File: config.mk
export PLATFORM = sky130hd
export DESIGN_NAME = jtdsp16_rom_aau_flat
export DESIGN_NICKNAME = d
export VERILOG_FILES = /design/src/rtl/jtdsp16_rom_aau_pkg.sv /design/src/rtl/jtdsp16_rom_aau_if.sv /design/src/rtl/jtdsp16_rom_aau.sv /design/src/flat_wrapper.sv
export SDC_FILE = /design/constraint.sdc
export NUM_CORES = 1
export LEC_CHECK = 0
export BUFFER_PORTS_ARGS = -buffer_cell sky130_fd_sc_hd__buf_2
export CAP_MARGIN = 0
export CORE_MARGIN = 4
export CORE_UTILIZATION = 35
export CTS_CLUSTER_SIZE = 20
export DETAILED_ROUTE_END_ITERATION = 7
export SYNTH_ARGS = -nofsm -noshare
export SYNTH_HDL_FRONTEND = slang
export SYNTH_SLANG_ARGS = --single-unit
File: constraint.sdc
create_clock -name clk -period 4.8 [get_ports clk]
set_input_delay 0.96 -clock clk [delete_from_list [all_inputs] [get_ports clk]]
set_output_delay 0.96 -clock clk [all_outputs]
set_load 0.005 [all_outputs]
File: src/rtl/jtdsp16_rom_aau_pkg.sv
// Shared constants for the jtdsp16 ROM address unit.
// B-field flow codes match the ones jtdsp16_ctrl decodes.
package jtdsp16_rom_aau_pkg;

  localparam logic [2:0] B_RET     = 3'd0;
  localparam logic [2:0] B_IRET    = 3'd1;
  localparam logic [2:0] B_GOTO_PT = 3'd2;
  localparam logic [2:0] B_CALL_PT = 3'd3;

  localparam logic [15:0] RST_ADDR = 16'h0000;

  function automatic logic [15:0] ja_tgt(
    input logic [15:0] pc,
    input logic [11:0] i
  );
    return {pc[15:12], i};
  endfunction

endpackage

File: src/rtl/jtdsp16_rom_aau_if.sv
// Decoder <-> ROM address unit bundle.
// master = decoder side, slave = address unit.
interface jtdsp16_rom_aau_if;
  logic        goto_ja;
  logic        goto_b;
  logic        call_ja;
  logic        icall;
  logic        post_inc;
  logic        pc_halt;
  logic        ext_irq;
  logic [11:0] i_field;
  logic [2:0]  b_field;
  logic        pt_load;
  logic [15:0] pt_din;
  logic [15:0] rom_addr;
  logic [15:0] pr;
  logic [15:0] pi;
  logic [15:0] pt;
  logic        in_irq;

  modport master (
    output goto_ja, goto_b, call_ja, icall,
    output post_inc, pc_halt, ext_irq,
    output i_field, b_field, pt_load, pt_din,
    input  rom_addr, pr, pi, pt, in_irq
  );

  modport slave (
    input  goto_ja, goto_b, call_ja, icall,
    input  post_inc, pc_halt, ext_irq,
    input  i_field, b_field, pt_load, pt_din,
    output rom_addr, pr, pi, pt, in_irq
  );
endinterface

File: src/rtl/jtdsp16_rom_aau.sv
// jtdsp16 ROM address unit: pc/pr/pi/pt and
// the interrupt entry/exit sequencing.
module jtdsp16_rom_aau
  import jtdsp16_rom_aau_pkg::*;
#(
  parameter logic [15:0] IRQ_VECTOR   = 16'h0001,
  parameter logic [15:0] ICALL_VECTOR = 16'h0002
) (
  input  logic clk,
  input  logic rst,
  input  logic cen,
  jtdsp16_rom_aau_if.slave bus
);

  logic [15:0] pc_q, pc_d;
  logic [15:0] pr_q, pr_d;
  logic [15:0] pi_q, pi_d;
  logic [15:0] pt_q, pt_d;
  logic        in_irq_q, in_irq_d;
  logic        irq_pend_q, irq_pend_d;
  logic [15:0] pc_inc;

  assign pc_inc = pc_q + 16'd1;

  always_comb begin
    pc_d       = pc_q;
    pr_d       = pr_q;
    pi_d       = pi_q;
    pt_d       = pt_q;
    in_irq_d   = in_irq_q;
    irq_pend_d = irq_pend_q;
    if (cen) begin
      // level request latched only outside a service routine
      if (bus.ext_irq && !in_irq_q)
        irq_pend_d = 1'b1;
      if (bus.pc_halt) begin
        pc_d = pc_q;
      end else if (bus.goto_b) begin
        case (bus.b_field)
          B_RET: pc_d = pr_q;
          B_IRET: begin
            pc_d     = pi_q;
            in_irq_d = 1'b0;
          end
          B_GOTO_PT: pc_d = pt_q;
          B_CALL_PT: begin
            pr_d = pc_q;
            pc_d = pt_q;
          end
          default: pc_d = pc_inc;
        endcase
      end else if (bus.call_ja) begin
        pr_d = pc_q;
        pc_d = ja_tgt(pc_q, bus.i_field);
      end else if (bus.goto_ja) begin
        pc_d = ja_tgt(pc_q, bus.i_field);
      end else if (bus.icall) begin
        pr_d = pc_q;
        pc_d = ICALL_VECTOR;
      end else if (irq_pend_q) begin
        pi_d       = pc_q;
        pc_d       = IRQ_VECTOR;
        in_irq_d   = 1'b1;
        irq_pend_d = 1'b0;
      end else begin
        pc_d = pc_inc;
      end
      if (bus.pt_load)
        pt_d = bus.pt_din;
      else if (bus.post_inc)
        pt_d = pt_q + 16'd1;
    end
  end

  always_ff @(posedge clk) begin
    if (rst) begin
      pc_q       <= RST_ADDR;
      pr_q       <= 16'h0000;
      pi_q       <= 16'h0000;
      pt_q       <= 16'h0000;
      in_irq_q   <= 1'b0;
      irq_pend_q <= 1'b0;
    end else begin
      pc_q       <= pc_d;
      pr_q       <= pr_d;
      pi_q       <= pi_d;
      pt_q       <= pt_d;
      in_irq_q   <= in_irq_d;
      irq_pend_q <= irq_pend_d;
    end
  end

  assign bus.rom_addr = pc_q;
  assign bus.pr       = pr_q;
  assign bus.pi       = pi_q;
  assign bus.pt       = pt_q;
  assign bus.in_irq   = in_irq_q;

endmodule
File: src/flat_wrapper.sv
// flat-port wrapper written by rule: the top's interface ports become plain ports
module jtdsp16_rom_aau_flat import jtdsp16_rom_aau_pkg::*;
#(
  parameter logic [15:0] IRQ_VECTOR   = 16'h0001,
  parameter logic [15:0] ICALL_VECTOR = 16'h0002
)
  (clk, rst, cen, bus_goto_ja, bus_goto_b, bus_call_ja, bus_icall, bus_post_inc, bus_pc_halt, bus_ext_irq, bus_i_field, bus_b_field, bus_pt_load, bus_pt_din, bus_rom_addr, bus_pr, bus_pi, bus_pt, bus_in_irq);
  jtdsp16_rom_aau_if bus_i ();
  input  logic clk;
  input  logic rst;
  input  logic cen;
  input wire logic [$bits(bus_i.goto_ja)-1:0] bus_goto_ja;
  input wire logic [$bits(bus_i.goto_b)-1:0] bus_goto_b;
  input wire logic [$bits(bus_i.call_ja)-1:0] bus_call_ja;
  input wire logic [$bits(bus_i.icall)-1:0] bus_icall;
  input wire logic [$bits(bus_i.post_inc)-1:0] bus_post_inc;
  input wire logic [$bits(bus_i.pc_halt)-1:0] bus_pc_halt;
  input wire logic [$bits(bus_i.ext_irq)-1:0] bus_ext_irq;
  input wire logic [$bits(bus_i.i_field)-1:0] bus_i_field;
  input wire logic [$bits(bus_i.b_field)-1:0] bus_b_field;
  input wire logic [$bits(bus_i.pt_load)-1:0] bus_pt_load;
  input wire logic [$bits(bus_i.pt_din)-1:0] bus_pt_din;
  output wire logic [$bits(bus_i.rom_addr)-1:0] bus_rom_addr;
  output wire logic [$bits(bus_i.pr)-1:0] bus_pr;
  output wire logic [$bits(bus_i.pi)-1:0] bus_pi;
  output wire logic [$bits(bus_i.pt)-1:0] bus_pt;
  output wire logic [$bits(bus_i.in_irq)-1:0] bus_in_irq;
  assign bus_i.goto_ja = bus_goto_ja;
  assign bus_i.goto_b = bus_goto_b;
  assign bus_i.call_ja = bus_call_ja;
  assign bus_i.icall = bus_icall;
  assign bus_i.post_inc = bus_post_inc;
  assign bus_i.pc_halt = bus_pc_halt;
  assign bus_i.ext_irq = bus_ext_irq;
  assign bus_i.i_field = bus_i_field;
  assign bus_i.b_field = bus_b_field;
  assign bus_i.pt_load = bus_pt_load;
  assign bus_i.pt_din = bus_pt_din;
  assign bus_rom_addr = bus_i.rom_addr;
  assign bus_pr = bus_i.pr;
  assign bus_pi = bus_i.pi;
  assign bus_pt = bus_i.pt;
  assign bus_in_irq = bus_i.in_irq;
  jtdsp16_rom_aau #(.IRQ_VECTOR(IRQ_VECTOR), .ICALL_VECTOR(ICALL_VECTOR)) u_core (.clk(clk), .rst(rst), .cen(cen), .bus(bus_i));
endmodule
==> report_table.html <==
<table>
<tr><th>Metric</th><th>Value</th></tr>
<tr><th colspan="2">Global route</th></tr>
<tr><td>Most Used Layer, Global Route</td><td>met2</td></tr>
<tr><td>GR Util met2</td><td>30.3%</td></tr>
<tr><td>Number of global-route vias before repair</td><td>3878</td></tr>
<tr><td>Maximum number of pins on one net before global-route repair</td><td>67</td></tr>
<tr><td>Global routing met1 resource utilization</td><td>26.5%</td></tr>
<tr><td>Final global-route overflow total</td><td>0</td></tr>
<tr><td>Global-route wire length before repair</td><td>20200 um</td></tr>
<tr><td>GR Util All Layers</td><td>19.8%</td></tr>
<tr><td>Met3 usage in global routing</td><td>approximately 6.3%</td></tr>
<tr><td>Antenna violations before repair</td><td>0</td></tr>
<tr><th colspan="2">Floorplanning</th></tr>
<tr><td>Standard-cell rows</td><td>37</td></tr>
<tr><td>Width of the chip</td><td>112 um</td></tr>
<tr><td>Top-Level Pins</td><td>107</td></tr>
<tr><td>Starting density of the core</td><td>36.2%</td></tr>
<tr><td>Vertical die dimension</td><td>112 um</td></tr>
<tr><td>Die footprint</td><td>12500 sq um</td></tr>
<tr><td>Core area</td><td>10400 sq um</td></tr>
<tr><th colspan="2">Clock network</th></tr>
<tr><td>CTS tree</td><td>built</td></tr>
<tr><td>Cts repair resizes</td><td>0</td></tr>
<tr><td>Later-pin clock latency in the skew report</td><td>0.35 ns</td></tr>
<tr><td>Number of sinks driven by the clock tree</td><td>66</td></tr>
<tr><td>Cell at the root of the clock tree</td><td>clkbuf_8</td></tr>
<tr><td>Hold_buf cts</td><td>0</td></tr>
<tr><td>TritonCTS buffer count</td><td>9</td></tr>
<tr><td>Clk pin slew, worst setup/hold paths</td><td>~0.08 ns</td></tr>
<tr><td>Maximum clock path buffer count</td><td>2</td></tr>
<tr><td>Level count of the clock H-tree</td><td>3</td></tr>
<tr><td>Post-CTS Setup Repair Bufs</td><td>0</td></tr>
<tr><th colspan="2">Pwr</th></tr>
<tr><td>Leakage dissipation</td><td>1.77 nW</td></tr>
<tr><td>Total power after layout</td><td>around 1.2 mW</td></tr>
<tr><td>Seq pwr share</td><td>48.3%</td></tr>
<tr><td>Switching part of the total</td><td>28.2%</td></tr>
<tr><td>Combinational group share of total power</td><td>between 10% and 20%</td></tr>
<tr><td>Peak supply drop</td><td>0.165 mV</td></tr>
<tr><td>Clk network pwr share</td><td>approximately two fifths</td></tr>
<tr><td>Internal power summed over all cells</td><td>0.874 mW</td></tr>
<tr><td>Power density cells</td><td>~270 nW/um^2</td></tr>
<tr><td>Net switching power</td><td>0.343 mW</td></tr>
<tr><th colspan="2">Setup path</th></tr>
<tr><td>Path type of the worst setup path</td><td>input port to flop</td></tr>
<tr><td>Worst endpoint data arrival time</td><td>between 2 and 3 ns</td></tr>
<tr><td>Endpoint type of the worst setup path</td><td>flop</td></tr>
<tr><td>Max FO, Critical Path</td><td>16</td></tr>
<tr><td>Category of the worst setup path launch point</td><td>input port</td></tr>
<tr><td>Worst Path Required</td><td>around 5 ns</td></tr>
<tr><th colspan="2">Logic synthesis</th></tr>
<tr><td>Summed instance area of the synthesized netlist</td><td>3770 sq um</td></tr>
<tr><td>Post-Synthesis Cells</td><td>about 500</td></tr>
<tr><td>Mean instance size in the synthesized netlist</td><td>7.58 sq um</td></tr>
<tr><td>Nets in the synthesized netlist</td><td>541</td></tr>
<tr><td>Synth Area in Compound Gates</td><td>a little under a quarter</td></tr>
<tr><td>Share of cell area taken by muxes after synthesis</td><td>10.9%</td></tr>
<tr><td>Fraction of synthesized cell area taken by the top area cell type</td><td>35.1%</td></tr>
<tr><td>Synth Area in Simple Gates</td><td>between 20% and 30%</td></tr>
<tr><td>Synthesized-area fraction occupied by xor and xnor cells</td><td>less than 1%</td></tr>
<tr><td>Primary flip-flop cell chosen by synthesis mapping</td><td>dfxtp_1</td></tr>
<tr><td>Largest family of logic cells by synthesized area</td><td>simple AND/OR/NAND/NOR gates</td></tr>
<tr><td>Yosys warning count</td><td>0</td></tr>
<tr><td>Adder-cell share of the synthesized area</td><td>0.664%</td></tr>
<tr><td>Synth async-reset ratio</td><td>0%</td></tr>
<tr><td>Top area cells in the synthesized netlist</td><td>dfxtp_1 (35%), mux2i_1 (8.5%), a21oi_1 (7.0%)</td></tr>
<tr><td>Dominant cell type by area after synthesis</td><td>dfxtp_1</td></tr>
<tr><td>Number of enable flip-flop cells after synthesis</td><td>0</td></tr>
<tr><td>Seq cells post-synth</td><td>66</td></tr>
<tr><td>Synth cell types</td><td>49</td></tr>
<tr><td>Part of the Yosys area used for sequential elements</td><td>35.1%</td></tr>
<tr><th colspan="2">Finish</th></tr>
<tr><td>Area added between synthesis and finish</td><td>20.3%</td></tr>
<tr><td>Layout net count</td><td>around 620</td></tr>
<tr><td>ANT cells</td><td>0</td></tr>
<tr><td>Share of post-route cells with drive strength above 1</td><td>a little under a quarter</td></tr>
<tr><th colspan="2">Routing</th></tr>
<tr><td>Sum of routed wire length over all layers</td><td>around 13000 um</td></tr>
<tr><td>Pre-antenna DRT Iters</td><td>5</td></tr>
<tr><td>DRC violations left</td><td>0</td></tr>
<tr><td>Detailed router's first-iteration violation count</td><td>247</td></tr>
<tr><td>Count of nets left with antenna violations after detail routing</td><td>0</td></tr>
<tr><td>Vias per Instance</td><td>5.55</td></tr>
<tr><td>Vias after detailed routing</td><td>4004</td></tr>
<tr><td>Average detailed-routed wire length per instance</td><td>17.5 um</td></tr>
<tr><th colspan="2">Flow run</th></tr>
<tr><td>Reported max-cap violation count</td><td>0</td></tr>
<tr><th colspan="2">Placement</th></tr>
<tr><td>HPWL Detailed</td><td>8890 um</td></tr>
<tr><td>Placer congestion estimate</td><td>0.891</td></tr>
<tr><td>Setup WS pre-CTS</td><td>1.72 ns</td></tr>
<tr><td>Number of buffers inserted by port buffering</td><td>between 100 and 150</td></tr>
<tr><th colspan="2">Timing</th></tr>
<tr><td>Maximum frequency from static timing analysis</td><td>0.363 GHz</td></tr>
<tr><td>Final worst-path cycle share</td><td>57.4%</td></tr>
<tr><td>Sum of negative setup slack</td><td>0 ns</td></tr>
<tr><td>Max-Slew Margin vs Limit</td><td>17.6%</td></tr>
<tr><td>Setup repair after global routing missed its margin</td><td>false</td></tr>
<tr><td>Slew @ Worst Pin</td><td>1.22 ns</td></tr>
<tr><td>Worst clock skew</td><td>0.0131 ns</td></tr>
<tr><td>Final setup violating endpoints</td><td>0</td></tr>
<tr><td>Worst path setup slack after routing</td><td>between 2 and 2.5 ns</td></tr>
<tr><td>Final max-slew violation count</td><td>0</td></tr>
<tr><td>Hold violation total from the final report</td><td>0</td></tr>
<tr><td>Final Critical Period</td><td>2.76 ns</td></tr>
<tr><th colspan="2">Run status</th></tr>
<tr><td>Run status</td><td>complete, no violations</td></tr>
<tr><th colspan="2">Worst hold path</th></tr>
<tr><td>Hold/Removal Path Class</td><td>flop to flop</td></tr>
</table>
==> state kept, by name, indices dropped and copies added, names as in the netlist <==
signal / cells
u_core.bus.pi: 16
u_core.bus.pr: 16
u_core.bus.pt: 16
u_core.bus.rom_addr: 16
u_core.bus.in_irq: 1
u_core.irq_pend_q: 1
==> synth_stat cells (2+ instances only) <==
library cell,number
mux2_2,8
a211oi_1,7
buf_2,10
o31ai_1,3
ha_1,2
nand2_1,70
o21ai_0,40
or3_1,4
a22o_1,5
nand3_1,15
or4_1,3
nor4_1,11
a22oi_1,4
mux2i_1,32
nand2b_1,7
a21o_1,4
a221oi_1,5
buf_6,2
and3_1,2
nor3b_1,3
inv_1,10
clkbuf_1,25
a31oi_1,8
nor2b_1,6
nand3b_1,2
nor2_1,45
and2_1,3
o21a_1,2
nand4_1,10
nor3_1,13
dfxtp_1,66
a21oi_1,53
==> power by group through the flow <==
stage                     Combinational (mW)  Sequential, mW  Clock (mW)
after floorplan                       0.0963           0.590           0
after global placement                 0.146           0.600           0
after detailed placement               0.147           0.601           0
after CTS                              0.148           0.588       0.493
after global routing                   0.164           0.592       0.519
final                                  0.148           0.589       0.481
==> area by class of cell <==
type,count,area [sq um]
tap,136,170
multi-input combinational,382,2240
inverter,11,41.3
clock buffer,10,138
clock inverter,6,66.3
fill,1112,5880
sequential,66,1320
timing repair buffer,110,561
==> routing by layer <==
layer	routed length, um	share of wire [%]	up-vias
li1	-	-	1954
met1	5560	44	1862
met2	5670	45	169
met3	1150	9.1	19
met4	267	2.1	0
met5	0	0	-
==> stage by stage <==
stage / utilization [%] / cells / cell area (sq um) / hold WS (ns)
floorplan: - / 497 / 3770 / 0.462
global placement: 41.6 / 705 / 4330 / 0.456
detailed placement: 41.6 / 705 / 4330 / 0.466
CTS: 43.5 / 721 / 4530 / 0.477
global route: 43.5 / 721 / 4530 / 0.493
finish: 43.5 / 721 / 4530 / 0.473
==> logic make-up (layout without fill, tap and decap cells) <==
family,Yosys count,count (layout)
buffers and inverters,49,137
flip-flops,66,66
AND/OR/NAND/NOR,197,197
multiplexers,40,40
adder cells (fa/ha/maj),2,2
XOR/XNOR,1,1
AO/OA/AOI/OAI,142,142
==> cells in the final DEF (no fill, tap or decap), types with 11 or more instances in the layout <==
cell     instances
nor4_1          11
nand2_1         70
dfxtp_1         66
nor2_1          45
o21ai_0         40
buf_2          106
mux2i_1         32
nor3_1          13
nand3_1         15
a21oi_1         53
==> worst max-delay path, stage by stage <==
cell	delay, ns
buf_2	0.26
nand2b_1	0.44
a21oi_2	0.68
buf_4	0.32
mux2i_1	0.22
nor2_1	0.06
==> final timing paths <==
check / startpoint / endpoint / slack [ns] / cells after the start
setup / recovery: cen / u_core.bus.pr[12]$_SDFFE_PP0P_ / 2.04 / 6
hold reg to reg: u_core.bus.pi[10]$_SDFFE_PP0P_ / u_core.bus.pi[10]$_SDFFE_PP0P_ / 0.47 / 2
hold / removal: u_core.bus.pi[10]$_SDFFE_PP0P_ / u_core.bus.pi[10]$_SDFFE_PP0P_ / 0.47 / 2
setup reg to reg: u_core.bus.pt[1]$_SDFFE_PP0P_ / u_core.bus.pt[14]$_SDFFE_PP0P_ / 2.79 / 6
Power figures use the tool's default switching activity.
